===== src/rtl/adc_spi_responder.sv =====
// adc_spi_responder
// Emulates an 8-channel 12-bit serial ADC as seen by the SPI master that polls it.
// The master inputs are synchronized into clk. The channel address is captured on
// SCLK rises 3..5. The value of the channel addressed in the previous frame is
// shifted out MSB first: four leading zeros, then DB11..DB0.
//
// Ports:
//   clk          system clock (at least 8x SCLK)
//   reset_n      asynchronous active-low reset
//   adc_sclk     serial clock from master (async)
//   adc_cs_n     chip select from master, active low (async)
//   adc_saddr    address bit stream from master (async)
//   adc_sdat     serial data to master, MSB first
//   wr_en        channel register write strobe
//   wr_addr      channel index written
//   wr_data      channel value written
//   frame_done   one-clk pulse when a frame completes (SCLK rise FRAME_BITS)
//   frame_addr   address decoded in the last completed frame
//   frame_abort  one-clk pulse when CS rises mid-frame
//
// Handshake: there is no valid/ready pair. wr_en is a single-cycle write strobe.
// frame_done and frame_abort are single-cycle event pulses. Neither pulse waits
// for any acknowledge.
module adc_spi_responder #(
    parameter int SYNC_STAGES = 2,
    parameter int FRAME_BITS  = 16
) (
    input  logic        clk,
    input  logic        reset_n,
    input  logic        adc_sclk,
    input  logic        adc_cs_n,
    input  logic        adc_saddr,
    output logic        adc_sdat,
    input  logic        wr_en,
    input  logic [2:0]  wr_addr,
    input  logic [11:0] wr_data,
    output logic        frame_done,
    output logic [2:0]  frame_addr,
    output logic        frame_abort
);

    localparam int CW = $clog2(FRAME_BITS + 1);

    typedef enum logic {IDLE = 1'b0, ACTIVE = 1'b1} state_t;

    state_t                  state;
    logic [SYNC_STAGES-1:0]  sclk_sync;
    logic [SYNC_STAGES-1:0]  cs_sync;
    logic [SYNC_STAGES-1:0]  saddr_sync;
    logic                    sclk_prev;
    logic                    cs_prev;
    logic [FRAME_BITS-1:0]   shreg;
    logic [CW-1:0]           rise_cnt;
    logic [CW-1:0]           fall_cnt;
    logic [2:0]              addr_cap;
    logic [2:0]              next_addr;
    logic [11:0]             ch [8];

    logic s_sclk, s_cs, s_saddr;
    logic sclk_rise, sclk_fall, cs_rise, cs_fall;
    logic [FRAME_BITS-1:0] load_word;

    assign s_sclk    = sclk_sync[SYNC_STAGES-1];
    assign s_cs      = cs_sync[SYNC_STAGES-1];
    assign s_saddr   = saddr_sync[SYNC_STAGES-1];
    assign sclk_rise = s_sclk & ~sclk_prev;
    assign sclk_fall = ~s_sclk & sclk_prev;
    assign cs_rise   = s_cs & ~cs_prev;
    assign cs_fall   = ~s_cs & cs_prev;
    // The register file is read with its pre-write contents.
    // A load that coincides with a write therefore returns the old value.
    assign load_word = {{(FRAME_BITS-12){1'b0}}, ch[next_addr]};

    // adc_sdat decodes flops only, so it drops to 0 the instant reset asserts.
    assign adc_sdat = (state == ACTIVE) & shreg[FRAME_BITS-1];

    always_ff @(posedge clk or negedge reset_n) begin
        if (!reset_n) begin
            // The CS chain resets low. A CS already held low at release then
            // produces no falling edge, and the FSM waits for a fresh fall.
            sclk_sync   <= '0;
            cs_sync     <= '0;
            saddr_sync  <= '0;
            sclk_prev   <= 1'b0;
            cs_prev     <= 1'b0;
            state       <= IDLE;
            shreg       <= '0;
            rise_cnt    <= '0;
            fall_cnt    <= '0;
            addr_cap    <= '0;
            next_addr   <= '0;
            frame_addr  <= '0;
            frame_done  <= 1'b0;
            frame_abort <= 1'b0;
            for (int i = 0; i < 8; i++) ch[i] <= '0;
        end else begin
            sclk_sync   <= {sclk_sync[SYNC_STAGES-2:0], adc_sclk};
            cs_sync     <= {cs_sync[SYNC_STAGES-2:0], adc_cs_n};
            saddr_sync  <= {saddr_sync[SYNC_STAGES-2:0], adc_saddr};
            sclk_prev   <= s_sclk;
            cs_prev     <= s_cs;
            frame_done  <= 1'b0;
            frame_abort <= 1'b0;

            if (wr_en) ch[wr_addr] <= wr_data;

            case (state)
                IDLE: begin
                    // SCLK is ignored here. A CS fall wins over a coincident SCLK edge.
                    if (cs_fall) begin
                        shreg    <= load_word;
                        rise_cnt <= '0;
                        fall_cnt <= '0;
                        addr_cap <= '0;
                        state    <= ACTIVE;
                    end
                end
                ACTIVE: begin
                    if (cs_rise) begin
                        // A CS rise wins over any SCLK edge in the same cycle.
                        if (rise_cnt != '0 || fall_cnt != '0) frame_abort <= 1'b1;
                        addr_cap <= '0;
                        state    <= IDLE;
                    end else if (sclk_rise) begin
                        // rise_cnt holds the count before this rise: 2,3,4 = rises 3,4,5.
                        if (rise_cnt == CW'(2)) addr_cap[2] <= s_saddr;
                        if (rise_cnt == CW'(3)) addr_cap[1] <= s_saddr;
                        if (rise_cnt == CW'(4)) addr_cap[0] <= s_saddr;
                        if (rise_cnt == CW'(FRAME_BITS - 1)) begin
                            next_addr  <= addr_cap;
                            frame_addr <= addr_cap;
                            frame_done <= 1'b1;
                            rise_cnt   <= '0;
                        end else begin
                            rise_cnt <= rise_cnt + 1'b1;
                        end
                    end else if (sclk_fall) begin
                        if (fall_cnt == CW'(FRAME_BITS - 1)) begin
                            // The final fall follows the final rise. next_addr is already
                            // updated, so the reload serves a back-to-back frame with CS low.
                            shreg    <= load_word;
                            fall_cnt <= '0;
                        end else begin
                            shreg    <= {shreg[FRAME_BITS-2:0], 1'b0};
                            fall_cnt <= fall_cnt + 1'b1;
                        end
                    end
                end
                default: state <= IDLE;
            endcase
        end
    end

endmodule


===== config.mk =====
export PLATFORM = sky130hd
export DESIGN_NAME = adc_spi_responder
export DESIGN_NICKNAME = d
export VERILOG_FILES = /design/src/rtl/adc_spi_responder.sv
export SDC_FILE = /design/constraint.sdc
export NUM_CORES = 1
export LEC_CHECK = 0
export BUFFER_PORTS_ARGS = -buffer_cell sky130_fd_sc_hd__buf_4
export CORE_MARGIN = 3
export CORE_UTILIZATION = 60
export CTS_BUF_LIST = sky130_fd_sc_hd__clkbuf_8 sky130_fd_sc_hd__clkbuf_16
export DETAILED_ROUTE_END_ITERATION = 8
export PLACE_DENSITY = 0.8
export SYNTH_ARGS = -nofsm -noshare
export SYNTH_HDL_FRONTEND = slang
export SYNTH_SLANG_ARGS = --single-unit

===== constraint.sdc =====
create_clock -name clk -period 2.45 [get_ports clk]
set_clock_uncertainty 0.15 [all_clocks]
set_input_delay 0.3675 -clock clk [delete_from_list [all_inputs] [get_ports clk]]
set_output_delay 0.3675 -clock clk [all_outputs]
set_load 0.02 [all_outputs]

# Word-level counts from Yosys, hierarchy flattened
# Cells that the tools add are included.
[totals]
in_bits = 21
out_inout_bits = 6
regBits = 139
elab_cells = 104
[classes]
order_cmp = 3
bitwise_logic = 13
n_eq_ne = 14
reduce_logical = 10
addsub = 2
n_mux = 39
[op_table]
columns = ["operator", "n"]
rows = [
  ["$bwmux W96", 1],
  ["$mux W16", 5],
  ["$mux W5", 8],
  ["$bmux W12 S3", 1],
  ["$demux W12 S3", 1],
  ["$mux W12", 3],
  ["$pmux W16 S2", 1],
  ["$pmux W5 S2", 2],
  ["$mux W1", 12],
  ["$ne A3 B1 Y1 const B", 4],
  ["$reduce_and A3 Y1", 4],
  ["$add A5 B1 Y5 const B", 2],
  ["$eq A5 B2 Y1 const B", 2],
  ["$eq A5 B4 Y1 const B", 2],
  ["$reduce_bool A5 Y1", 2],
  ["$mux W3", 3],
  ["$ge A4 B4 Y1 const B", 2],
  ["$not A3 Y4", 2],
  ["$reduce_and A4 Y1", 2],
  ["$ne A2 B2 Y1 const B", 3],
  ["$not A1 Y1", 6],
  ["$pmux W3 S2", 1],
  ["$and A1 B1 Y1", 5],
  ["$eq A5 B3 Y1 const B", 1],
  ["other kinds (5)", 6],
]

# Depth between registers and ports, before layout
# Gate-level depths: netlist of the first run.
[depth]
word_depth = 9
depth_mapped = 7
ltp_nobuf = 6

# Worst setup path after synthesis of the first run
# Ideal clock, no wire load.
[synth_timing]
path_type = "reg2reg"
startpoint = "register next_addr[0]"
endpoint = "register shreg[1]"
setup_time_ns = 0.124
period_less_slack_ns = 1.890
arrival_time_ns = 1.616
path_buffers = 2
required_ns = 2.176
path_slack_ns = 0.560
path_stages_with_launch = 7
path_cell_list = "dfrtp_1 > buf_6 > buf_12 > mux4_2 > nor2b_1 > a211oi_2 > o2bb2ai_1"
[synth_between]
elab_chain_len = 9
elab_cells_between_ends = 10
classes_between = "mux (9); bitwise (1)"
[synth_rtl]
columns = ["item", "line", "text"]
rows = [
  ["start, declared", "56", "logic [2:0] next_addr;"],
  ["start signal, assigned", "130", "next_addr <= addr_cap;"],
  ["$not A3 Y4 (not written as such) (*)", "72", "assign load_word = {{(FRAME_BITS-12){1'b0}}, ch[next_addr]};"],
  ["$bmux W12 S3 (*)", "72", ""],
  ["$mux W12 (not written as such) (*) (2 in a row)", "72", ""],
  ["$mux W16", "138", "if (fall_cnt == CW'(FRAME_BITS - 1)) begin"],
  ["$mux W16", "137", "end else if (sclk_fall) begin"],
  ["$mux W16", "124", "end else if (sclk_rise) begin"],
  ["$mux W16", "119", "if (cs_rise) begin"],
  ["$pmux W16 S2 (*)", "107", "case (state)"],
  ["end signal, assigned", "111", "shreg <= load_word;"],
  ["end signal, assigned", "141", "shreg <= load_word;"],
  ["end signal, assigned", "144", "shreg <= {shreg[FRAME_BITS-2:0], 1'b0};"],
  ["end, declared", "52", "logic [FRAME_BITS-1:0] shreg;"],
]
# Mark *: on every way between the ends. The rest lies on a longest branch, timed or not. The select of a mux whose other input is x is not followed.
# A chain may end at the register's enable or synchronous reset.

# Worst setup path after layout of the first run
[layout_timing]
startpoint = "register state"
endpoint = "output adc_sdat"
[layout_between]
elab_chain_len = 1
[layout_rtl]
columns = ["item", "line", "text"]
rows = [
  ["start, declared", "46", "state_t state;"],
  ["start signal, assigned", "86", "state <= IDLE;"],
  ["start signal, assigned", "115", "state <= ACTIVE;"],
  ["start signal, assigned", "123", "state <= IDLE;"],
  ["$and A1 B1 Y1", "75", "assign adc_sdat = (state == ACTIVE) & shreg[FRAME_BITS-1];"],
  ["end, declared", "33", "output logic adc_sdat,"],
]
# Every way passes these cells.

==> flow_summary.rst, run 1 <==
.. list-table::
   :header-rows: 1

   * - Metric
     - Value
   * - Run status
     - complete, no violations
   * - Net count of the mapped netlist
     - around 460
   * - Kind of end point of the critical path
     - output pin
   * - Largest net degree at the start of global routing
     - 56
   * - Number of global-route vias before repair
     - between 4000 and 5000
   * - Syn Std Cell Area
     - approximately 0.0063 mm²
   * - First-pass GRT wire length
     - between 20 and 25 mm
   * - Number of non-filler instances in the completed layout
     - 639
   * - Post-DP HPWL
     - between 8 and 9 mm
   * - Hold Crit Class
     - input pin to async pin
   * - Antenna violations before repair
     - 0
   * - Share of the cycle needed by the critical path after routing
     - a little over four fifths
   * - Crit-path max cell delay
     - approximately 0.48 ns
   * - Count of buffers from port buffering
     - 26
   * - Data arrival time of the critical path
     - ~1.6 ns
   * - Post-CTS Resized
     - 0
   * - Placement row count
     - 36
   * - Yosys warning total
     - 0
   * - Worst-margin pin slew
     - roughly 0.42 ns
   * - Relative slew slack
     - between 70% and 80%
   * - Number of sinks driven by the clock tree
     - 139
   * - Most used cell along the critical path
     - sky130_fd_sc_hd__buf_4
   * - Synthesized instance count
     - around 440
   * - Via count of the routed design
     - between 3000 and 4000
   * - Clock input transition at the sequential cells of the worst setup and hold paths
     - roughly 0.070 ns
   * - Total count of max-transition violations in the final report
     - 0
   * - Pre-antenna DRT Iters
     - 4
   * - Count of endpoints failing hold in the final timing report
     - 0
   * - Clock root cell
     - sky130_fd_sc_hd__clkbuf_8
   * - Top FF cell, synth
     - sky130_fd_sc_hd__dfrtp_1
   * - Synth unique cells
     - between 40 and 50
   * - Min Clock Period, post-route
     - 2.08 ns
   * - Accumulated negative setup slack
     - 0 ns
   * - Initial DRC count
     - approximately 260
   * - Crit path cell chain
     - buf_4 > and2_1 > buf_4
   * - Post-route ant nets
     - 0
   * - Number of flops mapped to enable cells by yosys
     - 0
   * - Die H
     - 109 µm
   * - Maximum capacitance violations
     - 0
   * - Cts hold-fix bufs
     - 16
   * - Cell area power density
     - 910 mW/mm²
   * - Clock latency on the worst-skew pair
     - 0.54 ns
   * - Critical path required time
     - between 1.5 and 2 ns
   * - Global-route congestion overflow total
     - 0
   * - Synthesis-to-finish area growth
     - 18.8%
   * - Placed insts
     - 591
   * - GRT Total Usage
     - between 20% and 30%
   * - Vias/cell
     - 6.21
   * - Die Footprint
     - roughly 0.012 mm²
   * - Highest net fanout along the worst path
     - 16
   * - CP max stage cell
     - sky130_fd_sc_hd__dfrtp_1
   * - Layout cell share with drive strength beyond 1
     - 41.7%
   * - Total routed wirelength
     - 13.8 mm
   * - Nets
     - ~520
   * - Post-CTS Setup Bufs
     - 0
   * - Kind of start point of the critical path
     - flop
   * - Met2 Usage GRT
     - between 40% and 50%
   * - Met3 layer usage reported by global route
     - 5.86%
   * - Setup-violating endpoint count in the final report
     - 0
   * - Max Clock Freq
     - 0.480 GHz
   * - Global-route track usage on met1
     - ~34%
   * - Residual DRC count
     - 0
   * - Global placer's final weighted congestion
     - between 0.7 and 0.8
   * - Total inserted antenna cells
     - 0
   * - Synth Area per Inst
     - ~14 µm²
   * - Category of the most critical setup path
     - flop to output pin
   * - Portion of the post-synthesis area used by sequential elements
     - about 55%
   * - Worst R2R Path Depth
     - 5
   * - Top-level port count
     - 27
   * - Core region area
     - between 0.01 and 0.015 mm²
   * - Initial Util
     - between 60% and 70%
   * - Most heavily used metal layer in global routing
     - met2
   * - RSZ-0062 raised after global routing
     - no
   * - Number of storage elements in the synthesis netlist
     - ~140
   * - Number of buffers inserted during clock tree synthesis
     - 17
   * - Total number of H-tree levels
     - 4
   * - Number of buffers on the longest clock path
     - 2
   * - FFs w/ async S/R, synth
     - 100%
   * - Wire length per cell
     - roughly 22 µm
   * - X dimension of the die
     - about 110 µm
   * - VDD IR max
     - a little under 0.6 mV
   * - CTS tree
     - built
   * - P_leak
     - 0.00319 µW
==> state kept, by name (all words and copies together) (netlist names), 3 cells and up <==
| signal | count |
|---|---|
| rise_cnt | 5 |
| fall_cnt | 5 |
| next_addr | 3 |
| addr_cap | 3 |
| shreg | 16 |
| ch | 96 |
==> synth_stat cells, types with 2 or more instances <==
cell                          n  area (µm²)
sky130_fd_sc_hd__clkbuf_1     8        30.0
sky130_fd_sc_hd__a211oi_1     4        30.0
sky130_fd_sc_hd__ha_1         5        62.6
sky130_fd_sc_hd__nand4_1     13        81.3
sky130_fd_sc_hd__nand2_1      8        30.0
sky130_fd_sc_hd__mux4_2      17         383
sky130_fd_sc_hd__o21a_1       2        15.0
sky130_fd_sc_hd__o221ai_1     2        17.5
sky130_fd_sc_hd__o21ai_0     10        50.1
sky130_fd_sc_hd__mux2_2      99        1110
sky130_fd_sc_hd__a21boi_0     2        15.0
sky130_fd_sc_hd__dfrtp_1    139        3480
sky130_fd_sc_hd__nor3b_1      3        22.5
sky130_fd_sc_hd__inv_1       14        52.6
sky130_fd_sc_hd__and2_1       3        18.8
sky130_fd_sc_hd__nor4_1       2        12.5
sky130_fd_sc_hd__nand4b_1     3        26.3
sky130_fd_sc_hd__o211ai_1    13        97.6
sky130_fd_sc_hd__mux4_1       7         184
sky130_fd_sc_hd__o2bb2ai_1   15         131
sky130_fd_sc_hd__nand2b_1     2        12.5
sky130_fd_sc_hd__nor2b_1     13        81.3
sky130_fd_sc_hd__nor3_1       3        15.0
sky130_fd_sc_hd__nor2_1       2        7.51
sky130_fd_sc_hd__buf_1        2        7.51
sky130_fd_sc_hd__a211oi_2     7        87.6
sky130_fd_sc_hd__buf_2       13        65.1
sky130_fd_sc_hd__buf_6        2        22.5
sky130_fd_sc_hd__nand3_1     12        60.1
sky130_fd_sc_hd__or4b_2       2        20.0
==> power breakdown <==
| group | internal, µW | switching, µW | leakage (µW) |
|---|---|---|---|
| clock network | 1680 | 999 | 0.000295 |
| registers | 2780 | 307 | 0.00170 |
| logic | 622 | 472 | 0.00120 |
==> metrics by stage <==
| step | worst slack (ns) | util [%] | cell area (µm²) | hold WS, ns | power, µW |
|---|---|---|---|---|---|
| 2_1_floorplan | 0.560 | - | 6350 | -0.0781 | 3810 |
| 3_3_place_gp | 0.496 | 67.2 | 6750 | 0.116 | 4060 |
| 3_5_place_dp | 0.484 | 67.2 | 6750 | 0.126 | 4170 |
| 4_1_cts | 0.364 | 75.0 | 7540 | 0.125 | 6870 |
| 5_1_grt | 0.304 | 75.0 | 7540 | 0.158 | 7150 |
| 6_report | 0.369 | 75.0 | 7540 | 0.127 | 6860 |
==> logic make-up (layout without fill, tap and decap cells) <==
family / count (synthesis) / in the layout / share of synthesized area, %
flip-flops: 139 / 139 / 54.8
multiplexers: 124 / 124 / 26.7
AND/OR/NAND/NOR: 70 / 70 / 6.78
AO/OA/AOI/OAI: 57 / 57 / 7.28
buffers and inverters: 42 / 110 / 3.31
adder cells (fa/ha/maj): 6 / 6 / 1.16
==> worst max-delay path, delay by kind of cell (launching register included) <==
family,cells,cell delay [ns]
flip-flops,1,0.48
buffers and inverters,2,0.39
AND/OR/NAND/NOR,1,0.16
==> path summary, 6_finish.rpt <==
path	startpoint	endpoint	slack [ns]
hold reg to reg	sclk_sync[0]$_DFF_PN0_	sclk_sync[1]$_DFF_PN0_	0.21
max in group asynchronous	reset_n	shreg[13]$_DFFE_PN0P_	1.35
setup / recovery	state$_DFF_PN0_	adc_sdat	0.37
setup reg to reg	next_addr[0]$_DFFE_PN0P_	shreg[10]$_DFFE_PN0P_	0.45
hold / removal	reset_n	ch[60]$_DFFE_PN0P_	0.13
min in group clk	sclk_sync[0]$_DFF_PN0_	sclk_sync[1]$_DFF_PN0_	0.21
==> metal layers <==
| metal | share of wire, % | wire [µm] |
|---|---|---|
| met1 | 42 | 5740 |
| met2 | 52 | 7160 |
| met3 | 4.8 | 664 |
| met4 | 1.8 | 249 |
| met5 | 0 | 0 |
==> cell usage in the layout, fill, tap and decap left out, types with 2 or more instances in the layout <==
cell type                       count
sky130_fd_sc_hd__a211oi_1           4
sky130_fd_sc_hd__a211oi_2           7
sky130_fd_sc_hd__a21boi_0           2
sky130_fd_sc_hd__and2_1             3
sky130_fd_sc_hd__buf_4             46
sky130_fd_sc_hd__bufinv_16          4
sky130_fd_sc_hd__clkbuf_16         16
sky130_fd_sc_hd__clkbuf_8           2
sky130_fd_sc_hd__clkinv_4           5
sky130_fd_sc_hd__clkinvlp_4         4
sky130_fd_sc_hd__dfrtp_1          139
sky130_fd_sc_hd__dlygate4sd3_1     16
sky130_fd_sc_hd__ha_1               5
sky130_fd_sc_hd__inv_1             15
sky130_fd_sc_hd__mux2_2            99
sky130_fd_sc_hd__mux4_1             7
sky130_fd_sc_hd__mux4_2            17
sky130_fd_sc_hd__nand2_1            8
sky130_fd_sc_hd__nand2b_1           2
sky130_fd_sc_hd__nand3_1           12
sky130_fd_sc_hd__nand4_1           13
sky130_fd_sc_hd__nand4b_1           3
sky130_fd_sc_hd__nor2_1             2
sky130_fd_sc_hd__nor2b_1           13
sky130_fd_sc_hd__nor3_2             2
sky130_fd_sc_hd__nor3b_2            2
sky130_fd_sc_hd__nor4_1             2
sky130_fd_sc_hd__o211ai_1          13
sky130_fd_sc_hd__o21a_1             2
sky130_fd_sc_hd__o21ai_0            9
sky130_fd_sc_hd__o221ai_1           2
sky130_fd_sc_hd__o2bb2ai_1         15
sky130_fd_sc_hd__or4b_2             2
==> cell type report <==
class / count / area (µm²)
Clock buffer: 18 / 428
Clock inverter: 14 / 198
Fill cell: 583 / 2510
Inverter: 14 / 52.6
Multi-Input combinational cell: 257 / 2680
Sequential cell: 139 / 3480
Tap cell: 133 / 166
Timing Repair Buffer: 64 / 537
No activity file was read; power rests on OpenSTA's default activity.
==> run 2, diff against run 1 <==
--- a/config.mk
+++ b/config.mk
@@ -5,6 +5,7 @@
 export SDC_FILE = /design/constraint.sdc
 export NUM_CORES = 1
 export LEC_CHECK = 0
+export ABC_AREA = 1
 export BUFFER_PORTS_ARGS = -buffer_cell sky130_fd_sc_hd__buf_4
 export CORE_MARGIN = 3
 export CORE_UTILIZATION = 60
==> constraint.sdc (replaced) <==
create_clock -name clk -period 2 [get_ports clk]
set_clock_uncertainty 0.15 [all_clocks]
set_input_delay 0.3 -clock clk [delete_from_list [all_inputs] [get_ports clk]]
set_output_delay 0.3 -clock clk [all_outputs]
set_load 0.02 [all_outputs]
==> run 2 against run 1 <==
Global-route usage is 2.9 points higher. Sequential share of layout area is 0.71 points higher. Utilization is 0.78 points lower. Power is 26% higher. Area after synthesis is 0.73% lower. Via count is 37% higher. Non-clock buffer count is 3 lower. Combinational power is 19% higher. Cell count is 50% higher. Critical endpoint unchanged. Setup slack worse by 0.27 ns. Cell area is 1.5% lower.
==> flow_summary.rst, run 2 <==
.. list-table::
   :header-rows: 1

   * - Metric
     - Value
   * - Synthesized instance count
     - 773 (+76%)
   * - Top Registers
     - ch (96), shreg (16)
   * - Global-route congestion overflow total
     - 0 (unchanged)
   * - CTS tree
     - built
   * - Number of global-route vias before repair
     - 5397 (+28%)
   * - Synthesis-to-finish area growth
     - 17.9%
   * - Run status
     - complete, no violations
   * - Accumulated negative setup slack
     - 0 ns (unchanged)
   * - Number of flip-flops in the largest register
     - 96 (unchanged)
   * - Share of Yosys cell area claimed by the top area cell type
     - 55.2% (+0.40 points)
   * - Synth unique cells
     - 27 (-34%)
   * - Total count of max-transition violations in the final report
     - 0 (unchanged)
   * - Clock input transition at the sequential cells of the worst setup and hold paths
     - 0.06 ns (about the same)
   * - Yosys warning total
     - 0 (unchanged)
   * - Synth area leader
     - sky130_fd_sc_hd__dfrtp_1
   * - GRT Total Usage
     - 28.7% (+2.9 points)
   * - Count of endpoints failing hold in the final timing report
     - 0 (unchanged)
   * - Highest net fanout along the worst path
     - 8 (-8)
   * - Via count of the routed design
     - 5424 (+37%)
   * - Category of the most critical setup path
     - flop to output pin
   * - Post-DP HPWL
     - 9.02 mm (+7.2%)
   * - Max Clock Freq
     - between 0.5 and 0.6 GHz
   * - Nets
     - 839 (+62%)
   * - Number of buffers on the longest clock path
     - 2 (unchanged)
   * - Count of buffers from port buffering
     - 26 (unchanged)
   * - Vias/cell
     - 5.66 (-8.9%)
   * - Data arrival time of the critical path
     - 1.45 ns (-0.11 ns)
   * - Filler Cells Inserted
     - 732 (+26%)
   * - Initial Util
     - 63.0% (-0.18 points)
   * - Crit-path max cell delay
     - 0.47 ns (about the same)
   * - Largest net degree at the start of global routing
     - 140 (+150%)
   * - Register-to-register setup slack
     - 0.23 ns (-0.22 ns)
   * - Die Footprint
     - 0.0118 mm² (-0.70%)
   * - Worst-margin pin slew
     - 0.729 ns (+0.312 ns)
   * - Number of buffers inserted during clock tree synthesis
     - 17 (unchanged)
   * - Setup-violating endpoint count in the final report
     - 0 (unchanged)
   * - Wire length per cell
     - 16.2 µm (-25%)
   * - Syn Std Cell Area
     - 0.00630 mm² (-0.73%)
   * - X dimension of the die
     - 108 µm (-0.35%)
   * - Post-CTS Setup Bufs
     - 0 (unchanged)
   * - FFs w/ async S/R, synth
     - 100% (unchanged)
   * - VDD IR max
     - 0.883 mV (+51%)
   * - Hold Crit Class
     - flop to flop
   * - Final hold slack
     - 0.197 ns (+0.0697 ns)
   * - Most common library cell in the layout ignoring fill and taps
     - sky130_fd_sc_hd__nand2_1
   * - Portion of the post-synthesis area used by sequential elements
     - 55.2% (+0.40 points)
   * - Critical path required time
     - 1.55 ns (-0.38 ns)
   * - First-pass GRT wire length
     - 25.7 mm (+13%)
   * - Commonest cells in the netlist
     - 274 x sky130_fd_sc_hd__nand2_1, 139 x sky130_fd_sc_hd__dfrtp_1, 99 x sky130_fd_sc_hd__nand3_1, 91 x sky130_fd_sc_hd__o21ai_0, 49 x sky130_fd_sc_hd__nor2_1
   * - P_leak
     - 0.00366 µW (+15%)
   * - Share of the cycle needed by the critical path after routing
     - a little over nine tenths
   * - Most frequent cell after synthesis
     - sky130_fd_sc_hd__nand2_1
   * - Synth Area per Inst
     - 8.15 µm² (-44%)
   * - Global placer's final weighted congestion
     - 0.807 (+7.3%)
   * - Pre-antenna DRT Iters
     - 5 (+1)
   * - Dominant cells by area after synthesis
     - sky130_fd_sc_hd__dfrtp_1 55%, sky130_fd_sc_hd__nand2_1 16%, sky130_fd_sc_hd__nand3_1 7.9%, sky130_fd_sc_hd__o21ai_0 7.2%, sky130_fd_sc_hd__nor2_1 2.9%
   * - Die H
     - 108 µm (-0.35%)
   * - Layout cell share with drive strength beyond 1
     - 11.0% (-31 points)
   * - Most frequent cells in the layout
     - 274 x sky130_fd_sc_hd__nand2_1, 138 x sky130_fd_sc_hd__dfrtp_1, 99 x sky130_fd_sc_hd__nand3_1, 91 x sky130_fd_sc_hd__o21ai_0, 49 x sky130_fd_sc_hd__nor2_1
   * - Initial DRC count
     - 481 (+89%)
   * - Layout Cell Area excl Fill
     - 0.00743 mm² (-1.5%)
   * - Kind of end point of the critical path
     - output pin
   * - Top FF cell, synth
     - sky130_fd_sc_hd__dfrtp_1
   * - Cell area power density
     - 1160 mW/mm² (+27%)
   * - Crit path cell chain
     - buf_4 > nand2_1 > inv_1 > buf_4
   * - Cell Area, Placed
     - 0.00659 mm² (-2.4%)
   * - RSZ-0062 raised after global routing
     - no
   * - Register with the most flip-flops
     - ch
   * - Kind of start point of the critical path
     - flop
   * - Clock latency on the worst-skew pair
     - 0.54 ns (about the same)
   * - Net count of the mapped netlist
     - 799 (+72%)
   * - Placement row count
     - 36 (unchanged)
   * - Total inserted antenna cells
     - 0 (unchanged)
   * - Total routed wirelength
     - 15.5 mm (+12%)
   * - Placed insts
     - 911 (+54%)
   * - Maximum capacitance violations
     - 0 (unchanged)
   * - Post-route ant nets
     - 0 (unchanged)
   * - Number of storage elements in the synthesis netlist
     - 139 (unchanged)
   * - Core region area
     - 0.0100 mm² (-0.45%)
   * - Clock root cell
     - sky130_fd_sc_hd__clkbuf_8
   * - CP max stage cell
     - sky130_fd_sc_hd__dfrtp_2
   * - Total number of H-tree levels
     - 4 (unchanged)
   * - Antenna violations before repair
     - 0 (unchanged)
   * - Relative slew slack
     - 51.4% (-21 points)
   * - Number of sinks driven by the clock tree
     - 139 (unchanged)
   * - Residual DRC count
     - 0 (unchanged)
   * - Number of flops mapped to enable cells by yosys
     - 0 (unchanged)
   * - Top-level port count
     - 27 (unchanged)
   * - Min Clock Period, post-route
     - 1.90 ns
   * - Most used cell along the critical path
     - sky130_fd_sc_hd__buf_4
   * - Number of non-filler instances in the completed layout
     - 958 (+50%)
run 2: cells by family (layout without fill, tap and decap cells):
family / after synthesis / after routing / synth area share [%]
adder cells (fa/ha/maj): 5 / 5 / 0.993
flip-flops: 139 / 139 / 55.2
AO/OA/AOI/OAI: 113 / 113 / 9.10
AND/OR/NAND/NOR: 432 / 432 / 28.4
buffers and inverters: 82 / 134 / 6.06
XOR/XNOR: 2 / 2 / 0.278
run 2: path summary, 6_finish.rpt:
check / end / start / cells after the start
min in group asynchronous: ch[74]$_DFFE_PN0P_ / reset_n / 3
worst min-delay path: cs_sync[1]$_DFF_PN0_ / cs_sync[0]$_DFF_PN0_ / 0
max in group asynchronous: state$_DFF_PN0_ / reset_n / 3
worst max-delay path: adc_sdat / state$_DFF_PN0_ / 4
worst max register to register: shreg[8]$_DFFE_PN0P_ / state$_DFF_PN0_ / 7
worst min register to register: cs_sync[1]$_DFF_PN0_ / cs_sync[0]$_DFF_PN0_ / 0
run 2: power by group:
part           internal (µW)  switching [µW]
registers               3400             372
logic                    531             766
clock network           2370            1180
run 2: routing by layer:
metal  vias to the layer above  share of wire (%)  GRT usage [%]
li1                       2567                  -              -
met1                      2589                 41           35.6
met2                       232                 50           47.0
met3                        36                7.1           7.88
met4                         0                2.0           13.3
met5                         -                  0              0
run 2: cell type report:
class	count	area, µm²	share of cell area, %
Sequential cell	139	3480	46.9
Inverter	42	158	2.12
Clock buffer	20	455	6.13
Multi-Input combinational cell	552	2440	32.9
Clock inverter	11	216	2.91
Timing Repair Buffer	61	510	6.87
Tap cell	133	166	2.24
run 2: worst max-delay path: cells and delay by family, from the launching register on:
family	cells	cell delay, ns
flip-flops	1	0.47
buffers and inverters	3	0.38
AND/OR/NAND/NOR	1	0.07
run 2: per-stage QoR:
step / total power, µW / worst slack [ns] / util [%]
CTS: 8640 / 0.0431 / 74.2
detailed placement: 5040 / 0.254 / 65.9
floorplan: 4640 / 0.483 / -
global route: 9060 / 0.0354 / 74.3
global placement: 4930 / 0.339 / 65.9
finish: 8620 / 0.0980 / 74.3
run 2: what timing repair did:
item,in CTS,in global routing
hold buffers,16,0
hold endpoints to repair,210,0
resized for setup,0,1
endpoints found under the setup margin,0,1
